**src/rtl/ov7670_capture.sv**
```systemverilog
// ov7670_capture
//   Captures the OV7670 parallel byte stream in the pclk domain, pairs bytes
//   into RGB565 pixels and writes them linearly into the QVGA frame buffer.
//
// Ports
//   pclk        camera pixel clock (only clock)
//   rst         synchronous reset, active-high
//   cam_vsync   OV7670 VSYNC, high pulse between frames
//   cam_href    OV7670 HREF, high while line bytes are valid
//   cam_data    OV7670 D[7:0]
//   wr_en       frame-buffer write strobe, one cycle per pixel
//   wr_addr     frame-buffer write address (linear, 0..H_PIXELS*V_LINES-1)
//   wr_data     RGB565 pixel {first byte, second byte}
//   frame_done  one-cycle pulse at the end of each captured frame
//   frame_ok    qualifies frame_done: frame had exact geometry, no errors
//   overrun     sticky, a pixel arrived past the last address; cleared at frame start
module ov7670_capture #(
  parameter int H_PIXELS = 320,
  parameter int V_LINES  = 240,
  parameter int ADDR_W   = 17
) (
  input  logic              pclk,
  input  logic              rst,
  input  logic              cam_vsync,
  input  logic              cam_href,
  input  logic [7:0]        cam_data,
  output logic              wr_en,
  output logic [ADDR_W-1:0] wr_addr,
  output logic [15:0]       wr_data,
  output logic              frame_done,
  output logic              frame_ok,
  output logic              overrun
);

  // Counters saturate one past their nominal maximum so a long line or an
  // extra line can never wrap back onto a "good" value.
  localparam int COL_W = $clog2(H_PIXELS + 2);
  localparam int ROW_W = $clog2(V_LINES + 2);

  localparam logic [COL_W-1:0]  COL_FULL  = COL_W'(H_PIXELS);
  localparam logic [COL_W-1:0]  COL_SAT   = COL_W'(H_PIXELS + 1);
  localparam logic [ROW_W-1:0]  ROW_FULL  = ROW_W'(V_LINES);
  localparam logic [ROW_W-1:0]  ROW_SAT   = ROW_W'(V_LINES + 1);
  localparam logic [ADDR_W-1:0] LAST_ADDR = ADDR_W'(H_PIXELS * V_LINES - 1);

  typedef enum logic [1:0] {
    ST_SYNC   = 2'd0,
    ST_VBLANK = 2'd1,
    ST_ACTIVE = 2'd2
  } state_t;

  state_t state_r, next_state_s;

  logic              vsync_r, vsync_d_r, href_r, href_d_r;
  logic [7:0]        data_r;
  logic [7:0]        hi_r;
  logic              phase_r;
  logic [COL_W-1:0]  col_r;
  logic [ROW_W-1:0]  row_r;
  logic [ADDR_W-1:0] addr_r;
  logic              full_r;
  logic              bad_r;

  logic              wr_en_r, frame_done_r, frame_ok_r, overrun_r;
  logic [ADDR_W-1:0] wr_addr_r;
  logic [15:0]       wr_data_r;

  logic              vs_rise_s, vs_fall_s, href_fall_s;
  logic              frame_start_s, frame_end_s, byte_s, line_end_s;
  logic              line_bad_s;
  logic [ROW_W-1:0]  row_inc_s, row_end_s;
  logic              frame_ok_s;

  assign vs_rise_s   = vsync_r & ~vsync_d_r;
  assign vs_fall_s   = ~vsync_r & vsync_d_r;
  assign href_fall_s = href_d_r & ~href_r;

  // Line closes bad if its pixel count is wrong or an odd byte is pending.
  assign line_bad_s = (col_r != COL_FULL) | phase_r;
  assign row_inc_s  = (row_r == ROW_SAT) ? row_r : row_r + ROW_W'(1);
  // A line that closes on the very cycle the frame ends still counts.
  assign row_end_s  = href_fall_s ? row_inc_s : row_r;
  // href still high at vsync rise means a truncated line: frame is bad.
  assign frame_ok_s = (row_end_s == ROW_FULL) & ~bad_r & ~overrun_r & ~href_r
                      & ~(href_fall_s & line_bad_s);

  // Input register stage: all control works on these registered copies.
  always_ff @(posedge pclk) begin
    if (rst) begin
      vsync_r   <= 1'b0;
      vsync_d_r <= 1'b0;
      href_r    <= 1'b0;
      href_d_r  <= 1'b0;
      data_r    <= 8'h00;
    end else begin
      vsync_r   <= cam_vsync;
      vsync_d_r <= vsync_r;
      href_r    <= cam_href;
      href_d_r  <= href_r;
      data_r    <= cam_data;
    end
  end

  // FSM state register.
  always_ff @(posedge pclk) begin
    if (rst) begin
      state_r <= ST_SYNC;
    end else begin
      state_r <= next_state_s;
    end
  end

  // FSM next-state and per-cycle action strobes.
  always_comb begin
    next_state_s  = state_r;
    frame_start_s = 1'b0;
    frame_end_s   = 1'b0;
    byte_s        = 1'b0;
    line_end_s    = 1'b0;
    case (state_r)
      ST_SYNC: begin
        if (vsync_r) begin
          next_state_s = ST_VBLANK;
        end else begin
          next_state_s = ST_SYNC;
        end
      end
      ST_VBLANK: begin
        if (vs_fall_s) begin
          next_state_s  = ST_ACTIVE;
          frame_start_s = 1'b1;
        end else begin
          next_state_s = ST_VBLANK;
        end
      end
      ST_ACTIVE: begin
        if (vs_rise_s) begin
          next_state_s = ST_VBLANK;
          frame_end_s  = 1'b1;
        end else if (href_r) begin
          byte_s = 1'b1;
        end else if (href_fall_s) begin
          line_end_s = 1'b1;
        end else begin
          next_state_s = ST_ACTIVE;
        end
      end
      default: begin
        next_state_s = ST_SYNC;
      end
    endcase
  end

  // Datapath: byte pairing, addressing, line/frame accounting, outputs.
  always_ff @(posedge pclk) begin
    if (rst) begin
      hi_r         <= 8'h00;
      phase_r      <= 1'b0;
      col_r        <= '0;
      row_r        <= '0;
      addr_r       <= '0;
      full_r       <= 1'b0;
      bad_r        <= 1'b0;
      wr_en_r      <= 1'b0;
      wr_addr_r    <= '0;
      wr_data_r    <= 16'h0000;
      frame_done_r <= 1'b0;
      frame_ok_r   <= 1'b0;
      overrun_r    <= 1'b0;
    end else begin
      wr_en_r      <= 1'b0;
      frame_done_r <= 1'b0;
      frame_ok_r   <= 1'b0;
      // Phase only advances while bytes are flowing; any gap realigns it.
      phase_r      <= byte_s ? ~phase_r : 1'b0;

      if (frame_start_s) begin
        col_r     <= '0;
        row_r     <= '0;
        addr_r    <= '0;
        full_r    <= 1'b0;
        bad_r     <= 1'b0;
        overrun_r <= 1'b0;
      end

      if (frame_end_s) begin
        frame_done_r <= 1'b1;
        frame_ok_r   <= frame_ok_s;
      end

      if (byte_s) begin
        if (!phase_r) begin
          hi_r <= data_r;
        end else begin
          if (col_r != COL_SAT) begin
            col_r <= col_r + COL_W'(1);
          end
          if (full_r) begin
            overrun_r <= 1'b1;
          end else begin
            wr_en_r   <= 1'b1;
            wr_addr_r <= addr_r;
            wr_data_r <= {hi_r, data_r};
            // Address freezes once the last location has been written.
            if (addr_r == LAST_ADDR) begin
              full_r <= 1'b1;
            end else begin
              addr_r <= addr_r + ADDR_W'(1);
            end
          end
        end
      end

      if (line_end_s) begin
        if (line_bad_s) begin
          bad_r <= 1'b1;
        end
        row_r <= row_inc_s;
        col_r <= '0;
      end
    end
  end

  assign wr_en      = wr_en_r;
  assign wr_addr    = wr_addr_r;
  assign wr_data    = wr_data_r;
  assign frame_done = frame_done_r;
  assign frame_ok   = frame_ok_r;
  assign overrun    = overrun_r;

endmodule

```
**config.mk**
```make
export PLATFORM = sky130hd
export DESIGN_NAME = ov7670_capture
export DESIGN_NICKNAME = d
export VERILOG_FILES = /design/src/rtl/ov7670_capture.sv
export SDC_FILE = /design/constraint.sdc
export NUM_CORES = 1
export LEC_CHECK = 0
export ABC_AREA = 1
export BUFFER_PORTS_ARGS = -buffer_cell sky130_fd_sc_hd__buf_2
export CELL_PAD_IN_SITES_DETAIL_PLACEMENT = 1
export CELL_PAD_IN_SITES_GLOBAL_PLACEMENT = 2
export CORE_ASPECT_RATIO = 1.1
export CORE_MARGIN = 1.5
export CORE_UTILIZATION = 30
export DETAILED_ROUTE_END_ITERATION = 8
export PLACE_DENSITY = 0.74
export SLEW_MARGIN = 5
export SYNTH_ARGS = -nofsm -noshare
export SYNTH_HDL_FRONTEND = slang
export SYNTH_SLANG_ARGS = --single-unit
export TNS_END_PERCENT = 20
```
**constraint.sdc**
```tcl
create_clock -name pclk -period 1.9 [get_ports pclk]
set_clock_uncertainty 0.2 [all_clocks]
set_input_delay 0.38 -clock pclk [delete_from_list [all_inputs] [get_ports pclk]]
set_output_delay 0.38 -clock pclk [all_outputs]
set_load 0.01 [all_outputs]
```
After elaboration in Yosys (flattened, before gate mapping)
Cells that the tools add are included.
{ "totals": {"in_bits": 12, "out_inout_bits": 37, "romBits": 0, "ram_bits": 0, "latch_bits": 0, "regBits": 96, "n_memories": 0, "word_cells": 103} }
{ "classes": {"n_eq_ne": 9, "addsub": 3, "order_cmp": 0, "bitwise_logic": 19, "n_div": 0, "multipliers": 0, "reduce_logical": 9, "shifts": 0, "n_mux": 44} }
{ "op_table": {"columns": ["op", "n"], "rows": [
  ["$mux 17", 5],
  ["$mux 9", 4],
  ["$mux 8", 4],
  ["$mux 1", 26],
  ["$ne 9x9->1 const B", 2],
  ["$add 17x1->17 const B", 1],
  ["$eq 17x17->1 const B", 1],
  ["$eq 8x8->1 const B", 2],
  ["$not 1->1", 10],
  ["$add 9x1->9 const B", 1],
  ["$add 8x1->8 const B", 1],
  ["$and 1x1->1", 8],
  ["$mux 2", 4],
  ["$ne 3x3->1 const B", 2],
  ["$pmux 2 s3", 1],
  ["$reduce_or 2->1", 3],
  ["$reduce_and 2->1", 2],
  ["$reduce_and 3->1", 1],
  ["$reduce_or 3->1", 1],
  ["$eq 2x1->1 const B", 1],
  ["$eq 2x2->1 const B", 1],
  ["$logic_not 2->1", 1],
  ["$reduce_bool 2->1", 1],
  ["$or 1x1->1", 1]
]} }

Longest topological paths before layout
{ "logic_depth": {"depth_word": 9, "ltp_mapped": 11, "depth_no_buf": 11} }

Worst setup path after synthesis
OpenSTA, ideal clock, no wires.
{ "synth_path": {"kind": "flip-flop to flip-flop", "start": "register addr_r[0]", "end": "register addr_r[14]", "path_slack_ns": 0.184, "arrival_ns": 1.404, "path_stages_with_launch": 12, "required_time_ns": 1.588, "setup_time_ns": 0.112, "period_less_slack_ns": 1.716, "n_path_buf": 1, "path_cell_list": "dfxtp_1 > ha_1 > nand2_1 > inv_2 > nand2_2 > nor2_4 > nand2_4 > nand2_4 > buf_6 > o21ai_2 > nand2_1 > nor2_2"} }
{ "synth_via": {"elab_chain_len": 5, "word_cells_on_any_way": 6, "classes_between": "add/sub: 1; eq/ne: 1; mux: 4"} }
{ "synth_rtl": {"columns": ["item", "line_no", "rtl"], "rows": [
  ["from (decl)", "60", "logic [ADDR_W-1:0] addr_r;"],
  ["from (signal assigned)", "208", "addr_r <= addr_r + ADDR_W'(1);"],
  ["$add 17x1->17 or $eq 17x17->1 (tied branches)", "208, 205", null],
  ["$mux 17 (*)", "205", "if (addr_r == LAST_ADDR) begin"],
  ["$mux 17 (*)", "198", "if (full_r) begin"],
  ["$mux 17 (*)", "192", "if (!phase_r) begin"],
  ["$mux 17 (*)", "191", "if (byte_s) begin"]
]} }
Every way passes the cells marked *; elsewhere a longest branch is shown, timed or not.
A chain may end at the register's enable or synchronous reset.

Worst setup path after layout
{ "layout_path": {"start": "register state_r[1]", "end": "register addr_r[10]"} }
{ "layout_via": {"elab_chain_len": 7, "word_cells_on_any_way": 9, "classes_between": "eq/ne: 2; mux: 7"} }
{ "layout_rtl": {"columns": ["item", "line_no", "rtl"], "rows": [
  ["from (decl)", "52", "state_t state_r, next_state_s;"],
  ["from (signal assigned)", "109", "state_r <= next_state_s;"],
  ["$eq 2x1->1", "120", "case (state_r)"],
  ["$mux 1", "120", null],
  ["$mux 17", "177", "if (frame_start_s) begin"],
  ["$mux 17", "205", null],
  ["$mux 17", "198", null],
  ["$mux 17", "192", null],
  ["$mux 17 (*)", "191", null]
]} }
Marks and branches as above.

==> reports/summary.txt <==
Status - finished, final reports clean
Post-synthesis sequential area ratio - 44.95%
TritonCTS buffer count - 9
Initial DRC count - 148
Setup Viol. Count Final - 0
Worst Hold Class - primary input to flop
Ys Warns - 0
Vias/cell - 4.595
Worst Path Arrival - 1.82 ns
Initial DRT Pass Iterations - 4
Die height - 128.2 um
Reg2reg start - state_r[1]
Tmin final - 1.783 ns
Vias in the first global route - 3,898
Most common cell in the netlist - nor2_1
RePlAce Congestion - 0.8179
Avg Cell Area, Syn - 7.296 sq um
Post-DP HPWL - 8357 um
Leak - 2.245 nW
Fin. max-slew vios - 0
Antenna fix cells - 0
IR Drop Worst-Case VDD - 447.9 uV
Main area contributors after synthesis - dfxtp_1, nor2_1, nand2_1
Power share of the combinational group - 2.5%
Max-slew headroom - 67.36%
First-pass GRT wire length - 18,960 um
Hold Violations, Final - 0
Fin area - 5228 sq um
Share of layout cells above drive strength 1 - 21.65%
CTS H-tree lvls - 3
Gate Count Post-Synth - 586
Num ports - 49
Drc violations - 0
Routed wire per std cell - 13.54 um
R2R setup slack - 0.12 ns
Maximum fanout along the worst path - 11
R2R depth - 8
Final TNS setup - 0 ns
Initial antenna violation count - 0
Register bit total from synthesis - 96
Cell mode on critical path - nand2_1
Core Region - 13,850 sq um
Count of cell types in the netlist - 35
Max-cap violations - 0
Cells along the critical path - nand2_1, nor2_4, nand3_2, inv_4, buf_4, nand2_1, o31ai_1, nor2_1
Rows - 45
Root Buffer - clkbuf_16
Period utilization - 93.83%
CTS tree - yes
Worst path buffer plus inverter count - 2
Placed Area - 4828 sq um
Port-buffer cells - 48
Syn nets - 604
CP endpoint - addr_r[10]
Reg clk slew, reported paths - 0.07 ns
Worst r2r dst - addr_r[10]
Startpoint class of the critical path - flop
Skew-Pair Late Insertion Delay - 0.35 ns
Post-synthesis async set-or-reset flop share - 0%
Switch Pwr - 886.7 uW
Top Family by Delay on Critical Path - simple AND/OR/NAND/NOR gates
Switch share - 21.64%
Fin nets - 669
Share of the synthesized area in the top cell type - 44.95%
Commonest cells in the netlist - nor2_1, nand2_1, dfxtp_1
Post-synth top area cell - dfxtp_1
Max frequency - 0.5609 GHz
Pwr Density - 783.8 nW/um^2
Most used DFF post-synth - dfxtp_1
Post-layout worst setup margin - 0.1172 ns
Final Power - 4.098 mW
Internal power - 3.211 mW
Mapped Area - 4275 sq um
Clock sink count - 96
Largest net degree at the start of global routing - 40
Pre-CTS setup slack - -0.04626 ns
Number of synthesized flops with an enable pin - 0
Antenna Nets Post-Route - 0
CP Depth - 8
Worst hold slack - 0.04026 ns
Data required, critical path - 1.94 ns
Worst-Margin Slew - 0.4896 ns
Initial Utilization - 30.87%
Area growth syn-to-layout - 22.27%
Vias - 3,878
Crit path from - state_r[1]
Clock Power Share - 47.9%
Longest Clk Path Bufs - 2
Critical setup path kind - flop to flop
Die width - 116.8 um
Gr usage total - 16.32%
Total grt overflow - 0
Largest stage delay on the critical path - 0.37 ns
Sequential power share - 49.7%
Crit path capture type - flop
RSZ-0062 raised after global routing - yes
WL final - 11,430 um
Worst path slowest cell - dfxtp_1
Die area - 14,980 sq um
[through the flow]
step           instances  util, %
5_1_grt              844    37.74
4_1_cts              840    37.17
2_1_floorplan        586        -
3_3_place_gp         824    34.86
6_report             844    37.74
3_5_place_dp         824    34.86
[worst min-delay path by stage]
stage	from	endpoint	slack, ns	depth (start not counted)
2_1_floorplan	bad_r	bad_r	0.25	2
3_3_place_gp	bad_r	bad_r	0.25	2
3_5_place_dp	bad_r	bad_r	0.26	2
4_1_cts	cam_data[4]	data_r[4]	0.03	3
5_1_grt	cam_data[4]	data_r[4]	0.04	3
6_report	cam_data[0]	data_r[0]	0.04	3
[registers in the layout, indices dropped and copies added, names as in the netlist, 2 cells and up]
name / flops
row_r: 8
state_r: 2
col_r: 9
wr_addr: 17
wr_data: 16
addr_r: 17
hi_r: 8
data_r: 8
[logic make-up after synthesis]
kind of cell	count (synthesis)	synth area share (%)
AND/OR/NAND/NOR	284	29.32
AO/OA/AOI/OAI	107	13.87
flip-flops	96	44.95
buffers and inverters	84	8.253
XOR/XNOR	9	1.844
adder cells (fa/ha/maj)	6	1.756
[power groups by stage]
stage          registers, mW  logic (mW)  clock network, mW
2_1_floorplan           2.08      0.0615                  0
3_3_place_gp            2.08      0.0994                  0
3_5_place_dp            2.08       0.102                  0
4_1_cts                 2.04       0.102               2.04
5_1_grt                 2.04       0.115               2.11
6_report                2.04       0.100               1.96
[cell usage in the layout, fill, tap and decap left out, drive strengths merged, types with 6 or more instances in the layout]
cell / n
buf: 77
dfxtp: 96
inv: 59
clkbuf: 9
nor3: 11
nand4: 10
nor2: 128
ha: 6
xor2: 9
nand2: 106
a21oi: 45
o21ai: 60
nand3: 27
[final cells by class]
type / count / area, sq um
clock buffers: 9 / 225.2
clock inverters: 7 / 93.84
fillers: 1800 / 8623
inverters: 61 / 234.0
multi-input cells: 406 / 2029
flip-flops and latches: 96 / 1923
well taps: 188 / 235.2
repair buffers: 77 / 486.7
[per-layer routing]
metal	track usage (%)	routed length [um]	up-vias
li1	-	-	1999
met1	21.27	5564	1816
met2	26.90	5376	49
met3	2.459	278	14
met4	6.591	207	0
met5	0	0	-
[worst reg2reg max path: cells and delay by family (launching register included)]
kind | cells | cell delay [ns]
flops | 1 | 0.37
compound gates | 1 | 0.20
buf+inv | 2 | 0.32
simple gates | 5 | 0.57
[timing repair]
item / in CTS / in global routing
hold buffers: 0 / 0
buffers inserted: 0 / 4
cloned: 0 / 0
resized for setup: 1 / 11
pin swaps: 0 / 2
hold endpoints to repair: 0 / 0
setup endpoints to repair: 1 / 13
No activity file was read; power rests on OpenSTA's default activity.
